<file path="config.mk">
export PLATFORM = sky130hd
export DESIGN_NAME = uart_tx_fifo_flat
export DESIGN_NICKNAME = d
export VERILOG_FILES = /design/src/rtl/uart_tx_fifo_if.sv /design/src/rtl/uart_tx_fifo.sv /design/src/flat_wrapper.sv
export SDC_FILE = /design/constraint.sdc
export NUM_CORES = 1
export LEC_CHECK = 0
export ABC_AREA = 1
export CAP_MARGIN = 5
export CORE_MARGIN = 2
export CORE_UTILIZATION = 51
export CTS_CLUSTER_SIZE = 30
export DETAILED_ROUTE_END_ITERATION = 12
export PLACE_DENSITY_LB_ADDON = 0.15
export SETUP_SLACK_MARGIN = 0.02
export SYNTH_ARGS = -nofsm -noshare
export SYNTH_HDL_FRONTEND = slang
export SYNTH_SLANG_ARGS = --single-unit
</file>
<file path="constraint.sdc">
create_clock -name clk -period 2.63 [get_ports clk]
set_input_delay 0.526 -clock clk [delete_from_list [all_inputs] [get_ports clk]]
set_output_delay 0.526 -clock clk [all_outputs]
set_load 0.05 [all_outputs]
</file>
<file path="src/rtl/uart_tx_fifo_if.sv">
// Byte-stream handshake into the UART transmitter: the producer drives
// in_data/in_valid, and the transmitter answers with in_ready.
interface uart_tx_fifo_if;
  logic [7:0] in_data;
  logic       in_valid;
  logic       in_ready;

  modport master (
    output in_data,
    output in_valid,
    input  in_ready
  );

  modport slave (
    input  in_data,
    input  in_valid,
    output in_ready
  );
endinterface

</file>
<file path="src/rtl/uart_tx_fifo.sv">
// 8N1 UART transmitter with a small byte FIFO in front of it.
// Bytes are accepted on a valid/ready handshake, queued, and serialised
// LSB-first with one start and one stop bit, DELAY_FRAMES clocks per bit.
// The line output is registered one cycle behind the FSM state, so it is
// glitch-free and every bit cell is exactly DELAY_FRAMES clocks long.
module uart_tx_fifo #(
  parameter int DELAY_FRAMES = 234,
  parameter int FIFO_DEPTH   = 8
) (
  input  logic                          clk,
  input  logic                          rst_n,
  uart_tx_fifo_if.slave                 in_if,
  output logic                          uart_tx,
  output logic                          busy,
  output logic [$clog2(FIFO_DEPTH):0]   fifo_count
);

  localparam int AW = $clog2(FIFO_DEPTH);
  localparam int CW = AW + 1;
  localparam int BW = $clog2(DELAY_FRAMES + 1);

  localparam logic [BW-1:0] BAUD_ZERO  = {BW{1'b0}};
  localparam logic [BW-1:0] BAUD_ONE   = BW'(1);
  localparam logic [BW-1:0] BAUD_LAST  = BW'(DELAY_FRAMES);
  localparam logic [CW-1:0] COUNT_ZERO = {CW{1'b0}};
  localparam logic [CW-1:0] COUNT_ONE  = CW'(1);
  localparam logic [CW-1:0] COUNT_FULL = CW'(FIFO_DEPTH);
  localparam logic [AW-1:0] PTR_ZERO   = {AW{1'b0}};
  localparam logic [AW-1:0] PTR_ONE    = AW'(1);

  typedef enum logic [1:0] {
    ST_IDLE  = 2'd0,
    ST_START = 2'd1,
    ST_DATA  = 2'd2,
    ST_STOP  = 2'd3
  } state_e;

  state_e        state_q,   state_d;
  logic [BW-1:0] baud_q,    baud_d;
  logic [2:0]    bit_idx_q, bit_idx_d;
  logic [7:0]    shift_q,   shift_d;
  logic          tx_q,      tx_d;
  logic          busy_q,    busy_d;
  logic [AW-1:0] wr_ptr_q,  wr_ptr_d;
  logic [AW-1:0] rd_ptr_q,  rd_ptr_d;
  logic [CW-1:0] count_q,   count_d;
  logic          full_q,    full_d;
  logic [7:0]    mem_q [FIFO_DEPTH];

  logic          push_s;
  logic          pop_s;
  logic          fifo_nonempty_s;
  logic          baud_last_s;

  // in_ready comes straight from the full flop, so there is no path from in_valid
  assign push_s          = in_if.in_valid & ~full_q;
  assign fifo_nonempty_s = (count_q != COUNT_ZERO);
  assign baud_last_s     = (baud_q == BAUD_LAST);

  assign in_if.in_ready = ~full_q;
  assign uart_tx        = tx_q;
  assign busy           = busy_q;
  assign fifo_count     = count_q;

  // Transmit FSM: next state, baud/bit counters, shift register load and pop request
  always_comb begin
    state_d   = state_q;
    baud_d    = baud_q;
    bit_idx_d = bit_idx_q;
    shift_d   = shift_q;
    pop_s     = 1'b0;
    case (state_q)
      ST_IDLE: begin
        if (fifo_nonempty_s) begin
          pop_s   = 1'b1;
          shift_d = mem_q[rd_ptr_q];
          state_d = ST_START;
          baud_d  = BAUD_ONE;
        end else begin
          baud_d  = BAUD_ZERO;
        end
      end
      ST_START: begin
        if (baud_last_s) begin
          state_d   = ST_DATA;
          bit_idx_d = 3'd0;
          baud_d    = BAUD_ONE;
        end else begin
          baud_d    = baud_q + BAUD_ONE;
        end
      end
      ST_DATA: begin
        if (baud_last_s) begin
          baud_d = BAUD_ONE;
          if (bit_idx_q == 3'd7) begin
            state_d   = ST_STOP;
          end else begin
            bit_idx_d = bit_idx_q + 3'd1;
          end
        end else begin
          baud_d = baud_q + BAUD_ONE;
        end
      end
      ST_STOP: begin
        if (baud_last_s) begin
          // Chain straight into the next start bit when more data is queued
          if (fifo_nonempty_s) begin
            pop_s   = 1'b1;
            shift_d = mem_q[rd_ptr_q];
            state_d = ST_START;
            baud_d  = BAUD_ONE;
          end else begin
            state_d = ST_IDLE;
            baud_d  = BAUD_ZERO;
          end
        end else begin
          baud_d = baud_q + BAUD_ONE;
        end
      end
      default: begin
        state_d = ST_IDLE;
        baud_d  = BAUD_ZERO;
      end
    endcase
  end

  // Line level for the current state; registered below so uart_tx trails the state by one clock
  always_comb begin
    tx_d = 1'b1;
    case (state_q)
      ST_IDLE:  tx_d = 1'b1;
      ST_START: tx_d = 1'b0;
      ST_DATA:  tx_d = shift_q[bit_idx_q];
      ST_STOP:  tx_d = 1'b1;
      default:  tx_d = 1'b1;
    endcase
  end

  // FIFO bookkeeping: pointers, occupancy, full flag and busy
  always_comb begin
    wr_ptr_d = wr_ptr_q;
    rd_ptr_d = rd_ptr_q;
    count_d  = count_q;
    if (push_s) begin
      wr_ptr_d = wr_ptr_q + PTR_ONE;
    end else begin
      wr_ptr_d = wr_ptr_q;
    end
    if (pop_s) begin
      rd_ptr_d = rd_ptr_q + PTR_ONE;
    end else begin
      rd_ptr_d = rd_ptr_q;
    end
    case ({push_s, pop_s})
      2'b10:   count_d = count_q + COUNT_ONE;
      2'b01:   count_d = count_q - COUNT_ONE;
      default: count_d = count_q;
    endcase
    full_d = (count_d == COUNT_FULL);
    busy_d = (state_d != ST_IDLE) || (count_d != COUNT_ZERO);
  end

  // FIFO storage; contents need no reset because the pointers define validity
  always_ff @(posedge clk) begin
    if (push_s) begin
      mem_q[wr_ptr_q] <= in_if.in_data;
    end
  end

  // State and control registers with asynchronous active-low reset
  always_ff @(posedge clk or negedge rst_n) begin
    if (!rst_n) begin
      state_q   <= ST_IDLE;
      baud_q    <= BAUD_ZERO;
      bit_idx_q <= 3'd0;
      shift_q   <= 8'd0;
      tx_q      <= 1'b1;
      busy_q    <= 1'b0;
      wr_ptr_q  <= PTR_ZERO;
      rd_ptr_q  <= PTR_ZERO;
      count_q   <= COUNT_ZERO;
      full_q    <= 1'b0;
    end else begin
      state_q   <= state_d;
      baud_q    <= baud_d;
      bit_idx_q <= bit_idx_d;
      shift_q   <= shift_d;
      tx_q      <= tx_d;
      busy_q    <= busy_d;
      wr_ptr_q  <= wr_ptr_d;
      rd_ptr_q  <= rd_ptr_d;
      count_q   <= count_d;
      full_q    <= full_d;
    end
  end

endmodule

</file>
<file path="src/flat_wrapper.sv">
// flat-port wrapper written by rule: the top's interface ports become plain ports
module uart_tx_fifo_flat 
#(
  parameter int DELAY_FRAMES = 234,
  parameter int FIFO_DEPTH   = 8
)
  (clk, rst_n, uart_tx, busy, fifo_count, in_if_in_data, in_if_in_valid, in_if_in_ready);
  uart_tx_fifo_if in_if_i ();
  input  logic clk;
  input  logic rst_n;
  output logic uart_tx;
  output logic busy;
  output logic [$clog2(FIFO_DEPTH):0] fifo_count;
  input wire logic [$bits(in_if_i.in_data)-1:0] in_if_in_data;
  input wire logic [$bits(in_if_i.in_valid)-1:0] in_if_in_valid;
  output wire logic [$bits(in_if_i.in_ready)-1:0] in_if_in_ready;
  assign in_if_i.in_data = in_if_in_data;
  assign in_if_i.in_valid = in_if_in_valid;
  assign in_if_in_ready = in_if_i.in_ready;
  uart_tx_fifo #(.DELAY_FRAMES(DELAY_FRAMES), .FIFO_DEPTH(FIFO_DEPTH)) u_core (.clk(clk), .rst_n(rst_n), .in_if(in_if_i), .uart_tx(uart_tx), .busy(busy), .fifo_count(fifo_count));
endmodule
</file>
Yosys cells after proc, flatten, opt, wreduce, memory -nomap -nowiden
Memory sizes are Yosys's and may differ from the RTL's.
Index checks and enable logic that the tools add are counted.
{"block": "classes", "n_addsub": 6, "multipliers": 0, "div": 0, "order_cmp": 1, "eq_ne": 12, "n_shift": 0, "muxes": 27, "bitwise": 2, "reduce_logical": 11}
{"op": "two-way mux 8 bit", "count": 4}
{"op": "case mux 8 bit (3 select lines)", "count": 1}
{"op": "case mux 8 bit (2 select lines)", "count": 1}
{"op": "two-way mux 2 bit", "count": 5}
{"op": "adder 3 x 1 -> 3 bit, second input constant", "count": 3}
{"op": "two-way mux 3 bit", "count": 3}
{"op": "adder 8 x 1 -> 8 bit, second input constant", "count": 1}
{"op": "equality test 8 bit, second input constant", "count": 1}
{"op": "case mux 2 bit (4 select lines)", "count": 1}
{"op": "case mux 4 bit (2 select lines)", "count": 1}
{"op": "nonzero test 4 bit", "count": 2}
{"op": "two-way mux 1 bit", "count": 7}
{"op": "equality test 2 bit, second input constant", "count": 3}
{"op": "!= test 2 x 1 -> 1 bit, second input constant", "count": 3}
{"op": "case mux 3 bit (2 select lines)", "count": 1}
{"op": "nonzero test 2 bit", "count": 3}
{"op": "adder 4 x 1 -> 4 bit, second input constant", "count": 1}
{"op": "equality test 2 x 1 -> 1 bit, second input constant", "count": 2}
{"op": "equality test 4 bit, second input constant", "count": 1}
{"op": "< comparator 3 x 4 -> 1 bit, second input constant", "count": 1}
{"op": "AND reduction 4 bit", "count": 1}
{"op": "OR reduction 2 bit", "count": 2}
{"op": "subtractor 4 x 1 -> 4 bit, second input constant", "count": 1}
{"op": "binary-select mux 1 bit (select 3 bit)", "count": 1}
{"op": "other kinds (9)", "count": 9}
{"block": "word_totals", "reg_bits": 34, "latch_bits": 0, "mem_bits_rw": 64, "rom_bits": 0, "input_bits": 11, "wordCells": 70, "memories": 1}
{"name": "u_core.mem_q", "words": 8, "word_bits": 8, "read_ports": 1, "rd_ports_with_merged_regs": 0, "write_ports": 1, "line": "uart_tx_fifo.sv:48", "text": "logic [7:0] mem_q [FIFO_DEPTH];"}

Longest topological paths before layout
Gate-level depths: netlist of run 1.
{"block": "depth", "ltp_word": 8, "ltp_mapped": 18, "depth_no_buf": 18}

Least setup slack after synthesis of run 1
OpenSTA, ideal clock, no wires.
{"block": "synth_timing", "path_type": "register to register", "startpoint": "reg u_core.count_q[0] (netlist: u_core.fifo_count[0])", "endpoint": "reg u_core.busy_q (netlist: u_core.busy)", "t_arrival_ns": 2.118, "slack_ns": 0.393, "path_stages_with_launch": 15, "path_buffers": 0, "period_less_slack_ns": 2.237, "cell_sequence": "dfrtp_1 nor2_1 nand2_2 nand2_4 nor2_4 nand4_1 nand2_2 inv_1 ha_1 nand2_1 o21ai_0 nor2_1 nand3_1 nor2_1 nand2_1"}
{"block": "synth_via", "elab_chain_cells": 8, "word_cells_on_any_way": 16}
{"item": "from (decl)", "line": "uart_tx_fifo.sv:46", "text": "logic [CW-1:0] count_q, count_d;"}
{"item": "from (signal assigned)", "line": "uart_tx_fifo.sv:192", "text": "count_q <= count_d;"}
{"item": "nonzero test 4 bit", "line": "uart_tx_fifo.sv:57", "text": "assign fifo_nonempty_s = (count_q != COUNT_ZERO);"}
{"item": "two-way mux 1 bit", "line": "uart_tx_fifo.sv:74, uart_tx_fifo.sv:107"}
{"item": "two-way mux 1 bit", "line": "uart_tx_fifo.sv:105", "text": "if (baud_last_s) begin"}
{"item": "case mux 1 bit (2 select lines)", "line": "uart_tx_fifo.sv:72", "text": "case (state_q)"}
{"item": "equality test 2 x 1 -> 1 bit or equality test 2 bit (tied branches)", "line": "uart_tx_fifo.sv:154", "text": "case ({push_s, pop_s})"}
{"item": "case mux 4 bit (2 select lines) *", "line": "uart_tx_fifo.sv:154"}
{"item": "via u_core.count_d[1]", "line": "uart_tx_fifo.sv:46"}
{"item": "nonzero test 4 bit *", "line": "uart_tx_fifo.sv:160", "text": "busy_d = (state_d != ST_IDLE) || (count_d != COUNT_ZERO);"}
{"item": "logical OR 1 bit *", "line": "uart_tx_fifo.sv:160"}
{"item": "via u_core.busy_d", "line": "uart_tx_fifo.sv:43", "text": "logic busy_q, busy_d;"}
{"item": "to (signal assigned)", "line": "uart_tx_fifo.sv:189", "text": "busy_q <= busy_d;"}
{"item": "to (decl)", "line": "uart_tx_fifo.sv:43"}
Mark *: on every way through the listed nets, which the timed path passes. The rest lies on a longest branch.
A chain may end at the register's enable or synchronous reset.

Worst setup path in the final report of run 1
{"block": "layout_timing", "startpoint": "reg u_core.state_q[0]", "endpoint": "reg u_core.busy_q (netlist: u_core.busy)"}
{"block": "layout_via", "elab_chain_cells": 6, "word_cells_on_any_way": 17}
{"item": "from (decl)", "line": "uart_tx_fifo.sv:38", "text": "state_e state_q, state_d;"}
{"item": "from (signal assigned)", "line": "uart_tx_fifo.sv:184", "text": "state_q <= state_d;"}
{"item": "equality test 2 bit or logical NOT 2 bit (tied branches)", "line": "uart_tx_fifo.sv:72"}
{"item": "case mux 1 bit (2 select lines) *", "line": "uart_tx_fifo.sv:72"}
{"item": "equality test 2 x 1 -> 1 bit or equality test 2 bit (tied branches)", "line": "uart_tx_fifo.sv:154"}
{"item": "case mux 4 bit (2 select lines) *", "line": "uart_tx_fifo.sv:154"}
{"item": "via u_core.count_d[1]", "line": "uart_tx_fifo.sv:46"}
{"item": "nonzero test 4 bit *", "line": "uart_tx_fifo.sv:160"}
{"item": "logical OR 1 bit *", "line": "uart_tx_fifo.sv:160"}
{"item": "via u_core.busy_d", "line": "uart_tx_fifo.sv:43"}
Marked as above.

==> results of run 1 <==
-- synth_stat cells (2+ instances only) --
cell type and number:
sky130_fd_sc_hd__o32ai_1 14, sky130_fd_sc_hd__edfxtp_1 64, sky130_fd_sc_hd__o221ai_1 3, sky130_fd_sc_hd__nand2_1 47, sky130_fd_sc_hd__clkbuf_1 10, sky130_fd_sc_hd__nor3b_1 2, sky130_fd_sc_hd__nand2_2 8, sky130_fd_sc_hd__nand3_1 8
sky130_fd_sc_hd__o21ai_0 41, sky130_fd_sc_hd__ha_1 13, sky130_fd_sc_hd__xnor2_1 2, sky130_fd_sc_hd__xor2_1 6, sky130_fd_sc_hd__nor2_4 3, sky130_fd_sc_hd__inv_1 32, sky130_fd_sc_hd__nor2_1 75, sky130_fd_sc_hd__mux2i_1 2
sky130_fd_sc_hd__o21ai_1 2, sky130_fd_sc_hd__o22ai_1 2, sky130_fd_sc_hd__nand2_4 2, sky130_fd_sc_hd__nand4_1 3, sky130_fd_sc_hd__dfrtp_1 33, sky130_fd_sc_hd__a21oi_1 8
-- cell families after synthesis --
logic type / synth area share (%)
muxes: 0.460
and+or+nand+nor: 16.1
buffers and inverters: 3.88
DFF: 63.8
adders and majority gates: 3.74
xor gates and xnor gates: 1.61
AOI/OAI and AO/OA: 10.4
-- worst paths after layout --
check	to	slack (ns)	cells past startpoint
min in group asynchronous	u_core.baud_q[2]$_DFF_PN0_	0.57	2
worst max register to register	u_core.busy$_DFF_PN0_	0.28	16
max in group asynchronous	u_core.uart_tx$_DFF_PN1_	1.72	2
worst min-delay path	u_core.shift_q[6]$_DFFE_PN0P_	0.50	2
worst max-delay path	u_core.busy$_DFF_PN0_	0.28	16
worst min register to register	u_core.shift_q[6]$_DFFE_PN0P_	0.50	2
-- final cells by class --
class,count,area share [%]
sequential,98,56.7
inverter,34,2.61
multi-input combinational,253,28.7
clock inverter,7,1.28
clock buffer,9,2.53
timing repair buffer,30,5.47
tap,105,2.69
-- layer usage --
| layer | part of all wire (%) | global-route usage (%) | up-vias | wire, microns |
|---|---|---|---|---|
| met1 | 47 | 27.3 | 1388 | 3860 |
| met3 | 4.3 | 2.82 | 7 | 355 |
| met4 | 0.99 | 6.69 | 0 | 82 |
| met5 | 0 | 0 | - | 0 |
| li1 | - | - | 1435 | - |
| met2 | 48 | 31.5 | 58 | 3950 |
-- critical path: stages, from the launching register on --
cell	delay (ns)
sky130_fd_sc_hd__dfrtp_1	0.43
sky130_fd_sc_hd__inv_1	0.10
sky130_fd_sc_hd__ha_1	0.20
sky130_fd_sc_hd__inv_1	0.11
sky130_fd_sc_hd__nand2_1	0.10
sky130_fd_sc_hd__nand2_4	0.10
sky130_fd_sc_hd__nor2_4	0.05
sky130_fd_sc_hd__nand2_1	0.12
sky130_fd_sc_hd__inv_1	0.08
sky130_fd_sc_hd__ha_1	0.33
sky130_fd_sc_hd__inv_1	0.10
sky130_fd_sc_hd__nand2_1	0.07
sky130_fd_sc_hd__o21ai_0	0.10
sky130_fd_sc_hd__nor2_1	0.10
sky130_fd_sc_hd__nand3_1	0.11
sky130_fd_sc_hd__nor2_1	0.10
sky130_fd_sc_hd__nand2_1	0.05
-- flip-flops by register name (all words and copies together), names as in the netlist --
| name | count |
|---|---|
| u_core.mem_q | 64 |
| u_core.baud_q | 8 |
| u_core.shift_q | 8 |
| u_core.fifo_count | 4 |
| u_core.bit_idx_q | 3 |
| u_core.rd_ptr_q | 3 |
| u_core.wr_ptr_q | 3 |
| u_core.state_q | 2 |
| u_core.busy | 1 |
| u_core.full_q | 1 |
| u_core.uart_tx | 1 |
-- stage by stage --
| step | setup slack (ns) | cells | hold slack, ns | total power, mW |
|---|---|---|---|---|
| after floorplan | 0.393 | 396 | 0.230 | 2.40 |
| after global placement | 0.261 | 520 | 0.475 | 2.66 |
| after detailed placement | 0.222 | 520 | 0.480 | 2.67 |
| after CTS | 0.300 | 536 | 0.503 | 3.58 |
| after global routing | 0.0621 | 536 | 0.539 | 3.72 |
| final | 0.285 | 536 | 0.497 | 3.54 |
-- power by group through the flow --
stage                     clock (mW)  sequential (mW)  combinational (mW)
after floorplan                    0             2.05               0.356
after global placement             0             1.96               0.700
after detailed placement           0             1.97               0.707
after CTS                      0.938             1.93               0.710
after global routing           0.994             1.95               0.772
final                          0.909             1.93               0.700
==> impl_metrics.json, run 1 <==
{
  "p_leak_nw": 1.89,
  "hold_path.class": "reg -> reg",
  "crit_share_post_route_pct": 89.2,
  "drt_pre_antenna_iters": 4,
  "synth.cell_area_sq_um": 4350,
  "die-width_microns": 96.3,
  "clock_sink_count": 98,
  "root_buffer": "sky130_fd_sc_hd__clkbuf_8",
  "initial_antenna_violation_count": 0,
  "grt_setup_unrepaired": "false",
  "final-seq-area_sq_um": 2770,
  "synth_area_per_cell_sq_um": 11.0,
  "crit_arrival_ns": 2.60,
  "drc_errors": 0,
  "vdd.ir_drop.worst_uv": 525,
  "clock_power_share_pct": 25.7,
  "floorplan.die.height_microns": 96.3,
  "worst_setup_skew_after_layout_ns": 0.00554,
  "synth-seq-cells": 98,
  "post_cts_resized": 0,
  "placedInstanceArea_sq_um": 4710,
  "timing.critical_path.from_type": "register",
  "antenna_violating_nets_post_route": 0,
  "timing_hold_violations_final": 0,
  "post_drt_wl_per_cell_microns": 15.4,
  "core_area_sq_um": 8260,
  "asyncSetResetFlopFracSynth_pct": 34.7,
  "netlist_top_cells_area": "sky130_fd_sc_hd__edfxtp_1, sky130_fd_sc_hd__dfrtp_1, sky130_fd_sc_hd__nor2_1",
  "antenna-diode-count": 0,
  "grt.total_usage_pct": 19.5,
  "drv_cap": 0,
  "post_cts_buffers": 0,
  "multi_input_area_sq_um": 1410,
  "tritoncts_clock_tree": "done",
  "yosysWarningCount": 0,
  "route.detailed.vias_per_inst": 5.39,
  "capturing_element_type_of_the_critical_path": "register",
  "ctsHoldBuffers": 0,
  "timing.final.setup_violations": 0,
  "combPwrFrac_pct": 19.8,
  "crit_path_start": "u_core.state_q[0]$_DFF_PN0_",
  "seq_area_frac_synth_pct": 63.8,
  "first_global_vias": 2751,
  "hold_path_startpoint": "u_core.shift_q[6]$_DFFE_PN0P_",
  "outcome": "finished, final reports clean",
  "ctsHtreeMaxLevel": 3,
  "port-buffer-count": 17,
  "power.internal_mw": 2.44,
  "syn-instance-count": 396,
  "die_area_sq_um": 9280,
  "tightestPinTransition_ns": 0.595,
  "number_of_unique_standard_cell_types_used_by_synthesis": 38,
  "clock_tree.buffer_depth": 2,
  "start_util_pct": 52.7,
  "fillCellCount": 677,
  "nNetsFinal": 450,
  "timing.rr.start": "u_core.state_q[0]$_DFF_PN0_",
  "layout_common_cells": "sky130_fd_sc_hd__nor2_1, sky130_fd_sc_hd__edfxtp_1, sky130_fd_sc_hd__nand2_1, sky130_fd_sc_hd__o21ai_0, sky130_fd_sc_hd__dfrtp_1",
  "layout_cells_sized_above_1_pct": 11.1,
  "total_detailed_routing_wirelength_microns": 8250,
  "globalplace.congestion": 0.838,
  "setup_tns_ns": 0,
  "relSlewSlack_pct": 60.2,
  "cts_made_buffers": 9,
  "clock_latency_on_the_worst_skew_pair_ns": 0.36,
  "timing.fmax_mhz": 426,
  "post-synth-top-area-cell": "sky130_fd_sc_hd__edfxtp_1",
  "dominantRegCellSynth": "sky130_fd_sc_hd__edfxtp_1",
  "clkSlewWorstSetupHoldPaths_ns": 0.10,
  "most_frequent_standard_cell_in_the_layout_excluding_fill_and_tap_cells": "sky130_fd_sc_hd__nor2_1",
  "total_power_divided_by_cell_area_nw_per_um2": 724,
  "synth_edf_count": 64,
  "area.growth.synth_to_final_pct": 12.5,
  "seq_power_share_pct": 54.6,
  "synth_top_cell_area_share_pct": 44.2,
  "std_cell_rows": 33,
  "io_pins": 18,
  "post-route-util_pct": 59.2,
  "routed-via-count": 2888,
  "grt_pass1_wl_microns": 13300,
  "dr.first_iter.drc_count": 160,
  "grt_max_degree": 35,
  "gr-total-overflow": 0,
  "finalMaxSlewViolations": 0,
  "postSynthNetCount": 420,
  "finish.instance_area_sq_um": 4890,
  "netSwitchingPower_mw": 1.10,
  "timing.critical_path.fanout_max": 5,
  "crit_required_ns": 2.88,
  "critical_path_class": "reg -> reg",
  "final.min_clock_period_ns": 2.35,
  "hpwlAfterDp_microns": 5380,
  "p_sw_share_pct": 31.2
}
Note: power is estimated with default switching activity, not from simulation.
==> run 2: changes to the inputs <==
ABC_CLOCK_PERIOD_IN_PS = 2630   (was unset)
==> results of run 2 <==
The final DEF is identical to that of run 1; final timing and power are the same.
